File: src/rtl/frame_cmd_scheduler.sv
// Command frame sequencer and TX arbiter: executes register read/write frames and queues responses/echoes for the shared transmitter.
// Optional saturating drop counter (drop_count/drop_clr) enabled by FRAME_CMD_DROP_COUNT_EN.
module frame_cmd_scheduler #(
    parameter int unsigned QDEPTH = 4
) (
    input  logic       clk,
    input  logic       rst,
    input  logic       debug,
    input  logic       frame_valid,
    input  logic [8:0] frame,
    input  logic [3:0] reg_rdata,
    output logic [3:0] reg_addr,
    output logic [3:0] reg_wdata,
    output logic       reg_we,
    input  logic       tx_busy,
    output logic       tx_start,
    output logic [8:0] tx_data,
    output logic       cmd_drop,
`ifdef FRAME_CMD_DROP_COUNT_EN
    input  logic       drop_clr,
    output logic [7:0] drop_count,
`endif
    output logic       busy
);

    localparam int unsigned AW = $clog2(QDEPTH);
    localparam int unsigned CW = AW + 1;

    typedef enum logic [1:0] {IDLE, EXEC, CAPTURE} cmd_state_t;
    typedef enum logic [1:0] {T_IDLE, T_HOLD, T_WAIT} tx_state_t;

    cmd_state_t     cmd_state, cmd_state_n;
    tx_state_t      tx_state, tx_state_n;
    logic [8:0]     frame_q, frame_q_n;
    logic           dbg_q, dbg_q_n;
    logic [3:0]     reg_addr_n, reg_wdata_n;
    logic           reg_we_n, cmd_drop_n, busy_n;
    logic           tx_start_n;
    logic [8:0]     tx_data_n;

    logic [8:0]     mem [QDEPTH];
    logic [AW-1:0]  wr_ptr, rd_ptr;
    logic [CW-1:0]  count;
    logic           push, pop;
    logic [8:0]     push_data;
    logic [1:0]     need;
    logic           room_ok;

    // Entries a frame will push: one per echo, one per read response
    always_comb begin
        need    = 2'(frame[8]) + 2'(debug);
        room_ok = (CW'(QDEPTH) - count) >= CW'(need);
    end

    // Command FSM: next state and registered-output next values
    always_comb begin
        cmd_state_n = cmd_state;
        frame_q_n   = frame_q;
        dbg_q_n     = dbg_q;
        reg_addr_n  = reg_addr;
        reg_wdata_n = reg_wdata;
        reg_we_n    = 1'b0;
        cmd_drop_n  = 1'b0;
        push        = 1'b0;
        push_data   = frame_q;
        case (cmd_state)
            IDLE: begin
                if (frame_valid) begin
                    frame_q_n = frame;
                    dbg_q_n   = debug;
                    if (room_ok) begin
                        cmd_state_n = EXEC;
                        reg_addr_n  = frame[7:4];
                        if (!frame[8]) begin
                            reg_we_n    = 1'b1;
                            reg_wdata_n = frame[3:0];
                        end
                    end else begin
                        cmd_drop_n = 1'b1;
                    end
                end
            end
            EXEC: begin
                push        = dbg_q;
                cmd_state_n = frame_q[8] ? CAPTURE : IDLE;
                cmd_drop_n  = frame_valid;
            end
            CAPTURE: begin
                push        = 1'b1;
                push_data   = {1'b1, frame_q[7:4], reg_rdata};
                cmd_state_n = IDLE;
                cmd_drop_n  = frame_valid;
            end
            default: cmd_state_n = IDLE;
        endcase
        busy_n = (cmd_state_n != IDLE);
    end

    // TX FSM: launch head entry, wait one cycle for busy to rise, then for it to fall
    always_comb begin
        tx_state_n = tx_state;
        tx_start_n = 1'b0;
        tx_data_n  = tx_data;
        pop        = 1'b0;
        case (tx_state)
            T_IDLE: begin
                if ((count != CW'(0)) && !tx_busy) begin
                    tx_start_n = 1'b1;
                    tx_data_n  = mem[rd_ptr];
                    pop        = 1'b1;
                    tx_state_n = T_HOLD;
                end
            end
            T_HOLD:  tx_state_n = T_WAIT;
            T_WAIT:  if (!tx_busy) tx_state_n = T_IDLE;
            default: tx_state_n = T_IDLE;
        endcase
    end

    always_ff @(posedge clk) begin
        if (rst) begin
            cmd_state <= IDLE;
            tx_state  <= T_IDLE;
            frame_q   <= 9'd0;
            dbg_q     <= 1'b0;
            reg_addr  <= 4'd0;
            reg_wdata <= 4'd0;
            reg_we    <= 1'b0;
            cmd_drop  <= 1'b0;
            busy      <= 1'b0;
            tx_start  <= 1'b0;
            tx_data   <= 9'd0;
        end else begin
            cmd_state <= cmd_state_n;
            tx_state  <= tx_state_n;
            frame_q   <= frame_q_n;
            dbg_q     <= dbg_q_n;
            reg_addr  <= reg_addr_n;
            reg_wdata <= reg_wdata_n;
            reg_we    <= reg_we_n;
            cmd_drop  <= cmd_drop_n;
            busy      <= busy_n;
            tx_start  <= tx_start_n;
            tx_data   <= tx_data_n;
        end
    end

    // TX queue pointers and occupancy
    always_ff @(posedge clk) begin
        if (rst) begin
            wr_ptr <= AW'(0);
            rd_ptr <= AW'(0);
            count  <= CW'(0);
        end else begin
            if (push) wr_ptr <= wr_ptr + AW'(1);
            if (pop)  rd_ptr <= rd_ptr + AW'(1);
            case ({push, pop})
                2'b10:   count <= count + CW'(1);
                2'b01:   count <= count - CW'(1);
                default: count <= count;
            endcase
        end
    end

    always_ff @(posedge clk) begin
        if (push) mem[wr_ptr] <= push_data;
    end

`ifdef FRAME_CMD_DROP_COUNT_EN
    // Saturating drop counter; a clear coinciding with a drop leaves one
    always_ff @(posedge clk) begin
        if (rst)
            drop_count <= 8'd0;
        else if (drop_clr)
            drop_count <= cmd_drop ? 8'd1 : 8'd0;
        else if (cmd_drop && (drop_count != 8'hFF))
            drop_count <= drop_count + 8'd1;
    end
`endif

endmodule

File: config.mk
export PLATFORM = sky130hd
export DESIGN_NAME = frame_cmd_scheduler
export DESIGN_NICKNAME = d
export VERILOG_FILES = /design/src/rtl/frame_cmd_scheduler.sv
export SDC_FILE = /design/constraint.sdc
export NUM_CORES = 1
export LEC_CHECK = 0
export ABC_AREA = 1
export BUFFER_PORTS_ARGS = -buffer_cell sky130_fd_sc_hd__buf_2
export CAP_MARGIN = 0
export CORE_MARGIN = 4
export CORE_UTILIZATION = 49
export CTS_BUF_LIST = sky130_fd_sc_hd__clkbuf_2
export DETAILED_ROUTE_END_ITERATION = 6
export GPL_ROUTABILITY_DRIVEN = 0
export GPL_TIMING_DRIVEN = 0
export MAX_ROUTING_LAYER = met4
export PLACE_DENSITY = 0.69
export REMOVE_ABC_BUFFERS = 1
export SLEW_MARGIN = 20
export SYNTH_ARGS = -nofsm -noshare
export SYNTH_HDL_FRONTEND = slang
export SYNTH_SLANG_ARGS = --single-unit
File: constraint.sdc
create_clock -name clk -period 2.8 [get_ports clk]
set_input_delay 0.14 -clock clk [delete_from_list [all_inputs] [get_ports clk]]
set_output_delay 0.14 -clock clk [all_outputs]
set_load 0.05 [all_outputs]
== Yosys cells after proc, flatten, opt, wreduce, memory -nomap -nowiden ==
Memory sizes are Yosys's and may differ from the RTL's. A register that Yosys moved wholly into a read port is not among the register bits.
Cells that the tools add are included.
Word-level totals
  RAM bits: 36
  memories: 1
  register bits after elaboration: 33
  bits of input ports: 18
  output and inout bits: 21
Memories
  mem: depth 4, width 9, rd ports 1, clocked after memory_dff 1, wr ports 1, line 41  | logic [8:0] mem [QDEPTH];
Cells by class
  reductions and logical operators: 14
  magnitude comparators: 1
  multiplexer cells: 18
  bitwise operators: 4
  add/subtract/negate cells: 6
  equal/unequal tests: 8
Operators with widths (count)
  $mux W2: 5
  $mux W9: 1
  $mux W1: 7
  $eq A2 B1 Y1 const B: 3
  $eq A2 B2 Y1 const B: 3
  $pmux W2 S3: 1
  $pmux W3 S2: 1
  $reduce_and A2 Y1: 3
  $add A2 B1 Y2 const B: 2
  $logic_not A2 Y1: 2
  $ne A2 B2 Y1 const B: 2
  $not A1 Y1: 4
  $pmux W1 S2: 2
  $pmux W2 S2: 1
  $reduce_and A4 Y1: 1
  $reduce_bool A2 Y1: 2
  $reduce_or A4 Y1: 1
  $add A3 B1 Y3 const B: 1
  $ge A3 B2 Y1: 1
  $reduce_and A3 Y1: 1
  $reduce_bool A3 Y1: 1
  $sub A3 B1 Y3 const B: 1
  $sub A3 B3 Y3 const A: 1
  $add A1 B1 Y2: 1
  other kinds (3): 3

== Longest topological paths before layout ==
Gate-level depths: netlist of run 1.
  word-level depth: 6
  mapped depth: 15
  gate-level depth less buffers: 14

== Least setup slack after synthesis of run 1 ==
Ideal clock, no wire load.
  path type: reg2reg
  from: register count[0]
  to: register count[2]
  data required time: 2.681 ns
  slack: 0.619 ns
  setup time: 0.119 ns
  cell stages (with the launch flop): 15
  buffers on the path: 1
  arrival time: 2.062 ns
  clock period less this slack: 2.181 ns
  cells stage by stage: dfxtp_1 -> inv_1 -> ha_1 -> ha_1 -> nor2_1 -> nand2_2 -> inv_2 -> buf_4 -> ha_1 -> inv_1 -> fa_1 -> nand2_1 -> nand3_1 -> o21ai_0 -> a21oi_1
On the way
  cells in the longest elaborated chain, start to end: 6
Ends and longest elaborated chain
  start: declaration: line 43  | logic [CW-1:0] count;
  start signal: assignment: line 158  | 2'b10: count <= count + CW'(1);
  start signal: assignment: line 159  | 2'b01: count <= count - CW'(1);
  start signal: assignment: line 160  | default: count <= count;
  $reduce_bool A3 Y1 *: line 107  | if ((count != CW'(0)) && !tx_busy) begin
  $logic_and A1 B1 Y1 *: line 107
  $mux W1 *: line 107
  $mux W1 *
  via pop: line 44  | logic push, pop;
  $eq A2 B1 Y1 or $eq A2 B2 Y1 (tied branches): line 157  | case ({push, pop})
  $pmux W3 S2 or $reduce_bool A2 Y1 (tied branches)
The timed path passes the listed nets; every way through them passes the cells marked *.
A chain may end at the register's enable or synchronous reset.

== Worst setup path after layout of run 1 ==
  from: register count[0]
  to: register count[2]
On the way
  cells in the longest elaborated chain, start to end: 6
Ends and longest elaborated chain (line)
  $reduce_bool A3 Y1: 107
  $logic_and A1 B1 Y1: 107
  $mux W1: 107
  $mux W1
  $eq A2 B1 Y1 or $eq A2 B2 Y1 (tied branches): 157
  $pmux W3 S2 or $reduce_bool A2 Y1 (tied branches)
Several ways; a longest one is shown, not always the timed one.

==> results of run 1 <==
[registers in the layout (all words and copies together), names as in the netlist, 2 cells and up]
| name | flops |
|---|---|
| wr_ptr | 2 |
| count | 3 |
| frame_q | 9 |
| reg_wdata | 4 |
| tx_state | 2 |
| rd_ptr | 2 |
| reg_addr | 4 |
| cmd_state | 2 |
| tx_data | 9 |
| mem | 36 |
[worst max path at each step]
stage | from | endpoint | slack [ns]
6_report | count[0]$_SDFFE_PP0P_ | count[2]$_SDFFE_PP0P_ | 0.28
5_1_grt | count[0]$_SDFFE_PP0P_ | count[2]$_SDFFE_PP0P_ | 0.02
4_1_cts | count[0]$_SDFFE_PP0P_ | count[2]$_SDFFE_PP0P_ | 0.25
3_5_place_dp | count[0]$_SDFFE_PP0P_ | count[2]$_SDFFE_PP0P_ | 0.29
3_3_place_gp | count[0]$_SDFFE_PP0P_ | count[2]$_SDFFE_PP0P_ | 0.32
2_1_floorplan | count[0]$_SDFFE_PP0P_ | count[2]$_SDFFE_PP0P_ | 0.58
[stage by stage]
| step | power [mW] | setup WS [ns] | instance area (µm²) |
|---|---|---|---|
| finish | 3.19 | 0.281 | 3760 |
| detailed placement | 2.68 | 0.287 | 3460 |
| CTS | 3.22 | 0.246 | 3760 |
| floorplan | 2.40 | 0.578 | 3170 |
| global placement | 2.65 | 0.317 | 3460 |
| global route | 3.45 | 0.0215 | 3760 |
[metal layers]
metal,part of all wire (%),GRT usage (%),vias to the layer above
met1,45,21.0,1039
met4,2.1,10.0,0
li1,-,-,1254
met3,4.3,3.41,12
met5,0,-,-
met2,48,28.3,53
[cell families (layout without fill, tap and decap cells)]
kind of cell    Yosys count  in the layout  share of synthesized area [%]
buf+inv                  52            114                           7.01
compound gates           51             51                           8.01
flops                    78             78                           59.2
simple gates            159            159                           19.8
fa+ha+maj                15             15                           6.01
[layout make-up]
cell class | instances | area (µm²)
fill | 584 | 2630
sequential | 78 | 1920
multi-input combinational | 225 | 1100
timing repair buffer | 58 | 390
inverter | 40 | 151
tap | 77 | 96.3
clock buffer | 10 | 50.0
clock inverter | 6 | 48.8
[cells in the final DEF (no fill, tap or decap), drive strengths merged]
master       netlist  layout
dlygate4sd3        0      20
a21oi             11      11
a211oi             2       2
clkbuf             3      10
clkinv             2       8
nor2              92      92
nand3             17      17
edfxtp            36      36
ha                14      14
dfxtp             42      42
inv               38      38
buf                9      38
fa                 1       1
o21ai             38      38
nand2             50      50
[what timing repair did]
item / 4_1_cts / 5_1_grt
hold buffers: 20 / 0
hold endpoints to repair: 36 / 0
buffers inserted: 0 / 0
[power by group through the flow]
stage	Clock, mW	Combinational (mW)	Sequential [mW]
finish	0.521	1.21	1.46
global route	0.598	1.37	1.49
global placement	0	1.16	1.49
floorplan	0	0.590	1.81
CTS	0.537	1.21	1.47
detailed placement	0	1.18	1.49
==> impl_metrics.yaml, run 1 <==
timing:
  finalSetupViolCount: 0
  worstMarginPinSlew_ns: 0.884
  whs_ns: 0.0632
  hold_viol: 0
  fmax_mhz: 397
  maxSlewHeadroom_pct: 40.9
  period_needed_ns: 2.52
  period_share_pct: 90.0
  slew_viol_final: 0
  rsz0062_at_grt: "false"
  setup_tns_ns: 0
  finClkSkew_ns: 0.0195
power_and_ir_drop:
  switching_share_pct: 42.5
  vdd_drop_max_mv: 0.599
  internal_power_mw: 1.83
  p_per_area_nw_per_um2: 849
  p_clk_share_pct: 16.3
  combPwrFrac_pct: 37.8
  power_frac_seq_pct: 45.8
  p_sw_mw: 1.35
  leakage_nw: 1.65
synthesis:
  synth_edf_count: 36
  yosysMostFrequentCell: "nor2_1"
  synth_top_area_share_pct: 33.3
  syn_area_um2: 3250
  yosys.cell_types.count: 24
  ys_ff_latch: 78
  synthArstFlopShare_pct: 0
  synth_cells: 355
  yosys-top-cells-count: "nor2_1, nand2_1, dfxtp_1"
  yosysWarnings: 0
  synthFlopType: "dfxtp_1"
  synth.top_cells.by_area: "edfxtp_1, dfxtp_1, nor2_1"
  seq_area_frac_synth_pct: 59.2
  yosysTopAreaCell: "edfxtp_1"
  avgSynthCellArea_um2: 9.15
worst_setup_path:
  worst_path_most_repeated_cell: "ha_1"
  required_ns: 3.22
  crit_path_max_fanout: 20
  rr_worst_depth: 13
  cp_cell_sequence: "inv_1, ha_1, ha_1, nor2_1, nand2_2, inv_2, ha_1, inv_1, fa_1, nand2_1, nand3_1, o21ai_0, a21oi_1"
  rr_startpoint: "count[0]$_SDFFE_PP0P_"
  crit_family: "adder cells"
  crit_slowest_cell: "fa_1"
  path_buf_inv: 3
  cp-end-kind: "flop"
  start_kind: "flop"
  critPathMaxStageDelay_ns: 0.39
  reg2reg_to: "count[2]$_SDFFE_PP0P_"
  reg2reg_slack_ns: 0.28
  critPathKind: "reg2reg"
  arrival_ns: 2.94
  cp_num_cells: 13
die:
  core_um2: 6390
  fp.dieW_um: 89.4
  rows: 29
  ios: 39
  die_h_um: 89.4
  die_area_um2: 8000
  initial_core_util_pct: 50.9
outcome:
  outcome: "finished clean"
finish:
  area_growth_pct: 15.7
  nets: 445
  final_util_pct: 58.8
  num_antenna_cells: 0
  fin_cells: 494
  drive_gt1_share_pct: 15.6
route:
  drt_iter0_drc: 125
  wirelength_um: 6110
  detail-route-antenna-nets: 0
  drcViolationCount: 0
  viasPerCell: 4.77
  dr.pass1.iters: 4
  vias: 2358
  wl_per_cell_um: 12.4
clock_network:
  cts_buffers: 9
  clock_latency_ns: 0.50
  h-tree-depth: 3
  cts_tree: "yes"
  cts_resized: 0
  clock-root-buffer: "clkbuf_2"
  clk_pin_slew_ns: 0.22
  cts_num_sinks: 78
  cts.path.max_buffers: 2
global_routing:
  track_usage_pct: 17.7
  grt_pass1_vias: 2248
  antenna_found_initial: 0
  gr-total-overflow: 0
  grt_pass1_wl_um: 10300
  grt_max_degree: 23
place:
  dpl.hpwl_um: 3970
  place_inst: 458
  io_buffer_count: 38
worst_hold_path:
  worstHoldStart: "rst"
  min_path_cells: 2
  hold_class: "in2reg"
  worstHoldEndpoint: "reg_addr[2]$_SDFFE_PP0P_"
flow_run:
  max-cap-violations: 0
Note: power is estimated with default switching activity, not from simulation.
==> run 2, diff against run 1 <==
--- a/config.mk
+++ b/config.mk
@@ -10,7 +10,7 @@
 export CAP_MARGIN = 0
 export CORE_MARGIN = 4
 export CORE_UTILIZATION = 49
-export CTS_BUF_LIST = sky130_fd_sc_hd__clkbuf_2
+export CTS_BUF_LIST = sky130_fd_sc_hd__clkbuf_4 sky130_fd_sc_hd__clkbuf_8 sky130_fd_sc_hd__clkbuf_16
 export DETAILED_ROUTE_END_ITERATION = 6
 export GPL_ROUTABILITY_DRIVEN = 0
 export GPL_TIMING_DRIVEN = 0
==> constraint.sdc (replaced) <==
create_clock -name clk -period 2.6 [get_ports clk]
set_input_delay 0.13 -clock clk [delete_from_list [all_inputs] [get_ports clk]]
set_output_delay 0.13 -clock clk [all_outputs]
set_load 0.05 [all_outputs]
==> run 2 against run 1 <==
Net effect:
- via count down 3.7%
- utilization fell by 1.8 points
- non-clock buffer count fell by 20
- die area is the same
- count of clock-buffer cells in the layout unchanged
- total power is 14% higher
- critical path depth unchanged
- setup slack worse by 0.035 ns
- clock skew decreased by 0.013 ns
- flip-flop and latch count unchanged
- critical path type unchanged
==> impl_metrics.yaml, run 2 (synthesis results as in run 1) <==
outcome:
  outcome: "finished clean"
global_routing:
  gr-total-overflow: 0
  grt_pass1_wl_um: 9830
  grt_pass1_vias: 2138
  antenna_found_initial: 0
  track_usage_pct: 17.1
  grt_max_degree: 23
clock_network:
  cts_resized: 0
  cts_buffers: 9
  clock-root-buffer: "clkbuf_8"
  cts_tree: "yes"
  postCtsHoldBufs: 0
  h-tree-depth: 3
  postCtsSetupBuffers: 0
  cts_num_sinks: 78
  cts.path.max_buffers: 2
  clk_pin_slew_ns: 0.08
  clock_latency_ns: 0.34
finish:
  mostFrequentLayoutCell: "nor2_1"
  largest_reg_flops: 36
  area_growth_pct: 12.2
  fin_area_um2: 3640
  largest_registers: "mem: 36 flops, frame_q: 9 flops, tx_data: 9 flops"
  regMostFlops: "mem"
  final_util_pct: 57.1
  nets: 425
  num_antenna_cells: 0
  final_cell_mix: "nor2_1, nand2_1, dfxtp_1, buf_2"
  drive_gt1_share_pct: 16.4
die:
  rows: 29
  die_area_um2: 8000
  initial_core_util_pct: 50.9
  core_um2: 6390
  ios: 39
  fp.dieW_um: 89.4
  die_h_um: 89.4
route:
  wl_per_cell_um: 12.3
  wirelength_um: 5830
  drcViolationCount: 0
  dr.pass1.iters: 4
  drt_iter0_drc: 122
  detail-route-antenna-nets: 0
  viasPerCell: 4.79
  vias: 2271
worst_setup_path:
  rr_startpoint: "count[0]$_SDFFE_PP0P_"
  rr_worst_depth: 13
  cp_cell_sequence: "inv_1, ha_1, ha_1, nor2_1, nand2_2, inv_6, ha_1, inv_1, fa_1, nand2_1, nand3_1, o21ai_0, a21oi_1"
  crit_family: "adder cells"
  arrival_ns: 2.58
  required_ns: 2.83
  worst_path_most_repeated_cell: "ha_1"
  crit_path_max_fanout: 20
  cp-end-kind: "flop"
  crit_slowest_cell: "fa_1"
  path_buf_inv: 3
  critPathMaxStageDelay_ns: 0.39
  reg2reg_slack_ns: 0.25
  start_kind: "flop"
  reg2reg_to: "count[2]$_SDFFE_PP0P_"
  critPathKind: "reg2reg"
worst_hold_path:
  min_path_cells: 3
  hold_class: "in2reg"
  worstHoldEndpoint: "frame_q[7]$_SDFFE_PP0P_"
  worstHoldStart: "frame[7]"
flow_run:
  max-cap-violations: 0
timing:
  slew_viol_final: 0
  finalSetupViolCount: 0
  maxSlewHeadroom_pct: 39.9
  hold_viol: 0
  rsz0062_at_grt: "false"
  worstMarginPinSlew_ns: 0.898
  finClkSkew_ns: 0.00664
  fmax_mhz: 425
  period_share_pct: 90.6
  period_needed_ns: 2.35
  setup_tns_ns: 0
power_and_ir_drop:
  p_per_area_nw_per_um2: 1000
  vdd_drop_max_mv: 0.632
  leakage_nw: 1.61
place:
  io_buffer_count: 38
  dpl.hpwl_um: 3970
  place_area_um2: 3460
[run 2: layout make-up]
type / instances / area, µm²
clock buffer: 10 / 131
clock inverter: 6 / 48.8
fill: 595 / 2740
inverter: 40 / 156
multi-input combinational: 225 / 1100
sequential: 78 / 1920
tap: 77 / 96.3
timing repair buffer: 38 / 190
[run 2: how the worst max path moves through the flow]
stage	start	end	slack, ns	cells after the start
floorplan	count[0]$_SDFFE_PP0P_	count[2]$_SDFFE_PP0P_	0.38	13
global placement	count[0]$_SDFFE_PP0P_	count[2]$_SDFFE_PP0P_	0.12	13
detailed placement	count[0]$_SDFFE_PP0P_	count[2]$_SDFFE_PP0P_	0.09	13
CTS	count[0]$_SDFFE_PP0P_	count[2]$_SDFFE_PP0P_	0.06	13
global route	count[0]$_SDFFE_PP0P_	count[2]$_SDFFE_PP0P_	0.04	14
finish	count[0]$_SDFFE_PP0P_	count[2]$_SDFFE_PP0P_	0.25	13
[run 2: worst reg2reg max path, cell delays in order, from the launching register on]
cell     delay (ns)
dfxtp_1        0.31
inv_1          0.09
ha_1           0.22
ha_1           0.17
nor2_1         0.12
nand2_2        0.13
inv_6          0.18
ha_1           0.19
inv_1          0.07
fa_1           0.39
nand2_1        0.09
nand3_1        0.09
o21ai_0        0.15
a21oi_1        0.05
[run 2: per-stage QoR]
step,setup WS (ns),std cells,total power [mW],hold WS [ns]
floorplan,0.378,343,2.58,0.199
global placement,0.117,458,2.85,0.398
detailed placement,0.0871,458,2.88,0.400
CTS,0.0575,474,3.68,0.0274
global route,0.0396,474,3.95,0.0413
finish,0.246,474,3.65,0.0508
[run 2: power breakdown]
group / internal [mW] / switching, mW
registers: 1.46 / 0.111
clock network: 0.364 / 0.437
logic: 0.354 / 0.919
[run 2: routing by layer]
metal,share of wire (%),track usage (%),vias to the layer above
met5,0,-,-
met4,1.3,6.63,0
met3,4.6,5.53,4
met2,47,26.5,47
met1,47,20.6,1005
li1,-,-,1215
==> run 3, diff against run 2 <==
--- a/config.mk
+++ b/config.mk
@@ -15,7 +15,7 @@
 export GPL_ROUTABILITY_DRIVEN = 0
 export GPL_TIMING_DRIVEN = 0
 export MAX_ROUTING_LAYER = met4
-export PLACE_DENSITY = 0.69
+export PLACE_DENSITY = 0.68
 export REMOVE_ABC_BUFFERS = 1
 export SLEW_MARGIN = 20
 export SYNTH_ARGS = -nofsm -noshare
==> run 3 against run 2 <==
Net effect:
- global-route usage fell by 0.35 points
- fmax barely moved
- hold slack got worse by 0.014 ns
- critical path depth did not move
- flip-flop and latch count did not move
- clock skew rose by 0.00051 ns
- combinational power barely moved
- total power rose by 2.6%
- utilization rose by 0.27 points
- sequential share of layout area fell by 0.25 points
- non-clock buffer count did not move
- die area did not move
- critical endpoint unchanged
==> impl_metrics.yaml, run 3 (synthesis results as in run 1) <==
outcome:
  outcome: "finished clean"
worst_hold_path:
  hold_class: "in2reg"
  worstHoldStart: "frame_valid"
  min_path_cells: 3
  worstHoldEndpoint: "cmd_drop$_SDFF_PP0_"
route:
  drt_iter0_drc: 97
  detail-route-antenna-nets: 0
  wirelength_um: 5820
  dr.pass1.iters: 4
  viasPerCell: 4.78
  drcViolationCount: 0
  wl_per_cell_um: 12.3
  vias: 2266
power_and_ir_drop:
  p_clk_share_pct: 23.9
  p_sw_mw: 1.48
  vdd_drop_max_mv: 0.757
  power_frac_seq_pct: 42.1
  switching_share_pct: 39.5
  internal_power_mw: 2.26
  combPwrFrac_pct: 34.0
  leakage_nw: 1.61
  p_per_area_nw_per_um2: 1020
global_routing:
  track_usage_pct: 16.7
  antenna_found_initial: 0
  gr-total-overflow: 0
  grt_max_degree: 23
  grt_pass1_vias: 2125
  grt_pass1_wl_um: 9670
worst_setup_path:
  start_kind: "flop"
  path_buf_inv: 3
  crit_path_max_fanout: 20
  rr_startpoint: "count[0]$_SDFFE_PP0P_"
  critPathMaxStageDelay_ns: 0.38
  required_ns: 2.84
  cp-end-kind: "flop"
  rr_worst_depth: 13
  critPathKind: "reg2reg"
  worst_path_most_repeated_cell: "ha_1"
  crit_family: "adder cells"
  arrival_ns: 2.60
  reg2reg_slack_ns: 0.24
  crit_slowest_cell: "fa_1"
  cp_cell_sequence: "inv_1, ha_1, ha_1, nor2_1, nand2_2, inv_6, ha_1, inv_1, fa_1, nand2_1, nand3_1, o21ai_0, a21oi_1"
  reg2reg_to: "count[2]$_SDFFE_PP0P_"
clock_network:
  cts_buffers: 9
  cts_tree: "yes"
  clk_pin_slew_ns: 0.08
  h-tree-depth: 3
  cts_num_sinks: 78
  clock_latency_ns: 0.35
  cts.path.max_buffers: 2
  postCtsSetupBuffers: 0
  clock-root-buffer: "clkbuf_8"
timing:
  finalSetupViolCount: 0
  period_needed_ns: 2.36
  setup_tns_ns: 0
  worstMarginPinSlew_ns: 0.874
  finClkSkew_ns: 0.00715
  slew_viol_final: 0
  fmax_mhz: 425
  rsz0062_at_grt: "false"
  hold_viol: 0
  whs_ns: 0.0365
  period_share_pct: 90.6
  maxSlewHeadroom_pct: 41.5
finish:
  regMostFlops: "mem"
  num_antenna_cells: 0
  drive_gt1_share_pct: 16.4
  largest_reg_flops: 36
  mostFrequentLayoutCell: "nor2_1"
  area_growth_pct: 12.7
  final_util_pct: 57.3
  largest_registers: "mem: 36 flops, frame_q: 9 flops, tx_data: 9 flops"
  fin_area_um2: 3660
  nets: 425
  final_cell_mix: "nor2_1, nand2_1, dfxtp_1, buf_2"
die:
  ios: 39
  rows: 29
  initial_core_util_pct: 50.9
  fp.dieW_um: 89.4
  die_area_um2: 8000
  core_um2: 6390
  die_h_um: 89.4
place:
  place_area_um2: 3460
  dpl.hpwl_um: 3890
  io_buffer_count: 38
flow_run:
  max-cap-violations: 0
[run 3: layout make-up]
| class | count | area [µm²] |
|---|---|---|
| Clock inverter | 7 | 73.8 |
| Clock buffer | 9 | 124 |
| Inverter | 40 | 156 |
| Timing Repair Buffer | 38 | 190 |
| Tap cell | 77 | 96.3 |
| Multi-Input combinational cell | 225 | 1100 |
| Fill cell | 608 | 2730 |
| Sequential cell | 78 | 1920 |
[run 3: worst register-to-register path, cell delays in order, from the launching register on]
cell     delay [ns]
dfxtp_1        0.31
inv_1          0.09
ha_1           0.22
ha_1           0.17
nor2_1         0.12
nand2_2        0.13
inv_6          0.18
ha_1           0.20
inv_1          0.07
fa_1           0.39
nand2_1        0.08
nand3_1        0.09
o21ai_0        0.15
a21oi_1        0.05
[run 3: timing repair]
action                                  in CTS  in global routing
hold endpoints to repair                     0                  0
hold buffers                                 0                  0
endpoints found under the setup margin       0                  1
resized for setup                            0                  3
[run 3: stage by stage]
step	total power, mW	cells	worst slack, ns
2_1_floorplan	2.58	343	0.378
3_3_place_gp	2.85	458	0.111
3_5_place_dp	2.88	458	0.101
4_1_cts	3.77	474	0.0655
5_1_grt	4.02	474	0.0171
6_report	3.75	474	0.245
[run 3: how the worst max path moves through the flow]
stage,startpoint,endpoint,cells after the start
after floorplan,count[0]$_SDFFE_PP0P_,count[2]$_SDFFE_PP0P_,13
after global placement,count[0]$_SDFFE_PP0P_,count[2]$_SDFFE_PP0P_,13
after detailed placement,count[0]$_SDFFE_PP0P_,count[2]$_SDFFE_PP0P_,13
after CTS,count[0]$_SDFFE_PP0P_,count[2]$_SDFFE_PP0P_,13
after global routing,count[0]$_SDFFE_PP0P_,count[2]$_SDFFE_PP0P_,14
final,count[0]$_SDFFE_PP0P_,count[2]$_SDFFE_PP0P_,13
[run 3: per-layer routing]
metal	track usage [%]	share of wire (%)	up-vias
met5	-	0	-
met4	7.31	2.0	0
met3	4.52	6.5	12
met2	25.7	45	52
met1	20.6	46	992
li1	-	-	1210
[run 3: power groups by stage]
stage               registers, mW  logic [mW]  clock network (mW)
floorplan                    1.95       0.635                   0
global placement             1.60        1.25                   0
detailed placement           1.61        1.27                   0
finish                       1.58        1.27               0.894
CTS                          1.58        1.27               0.916
global route                 1.60        1.45               0.970
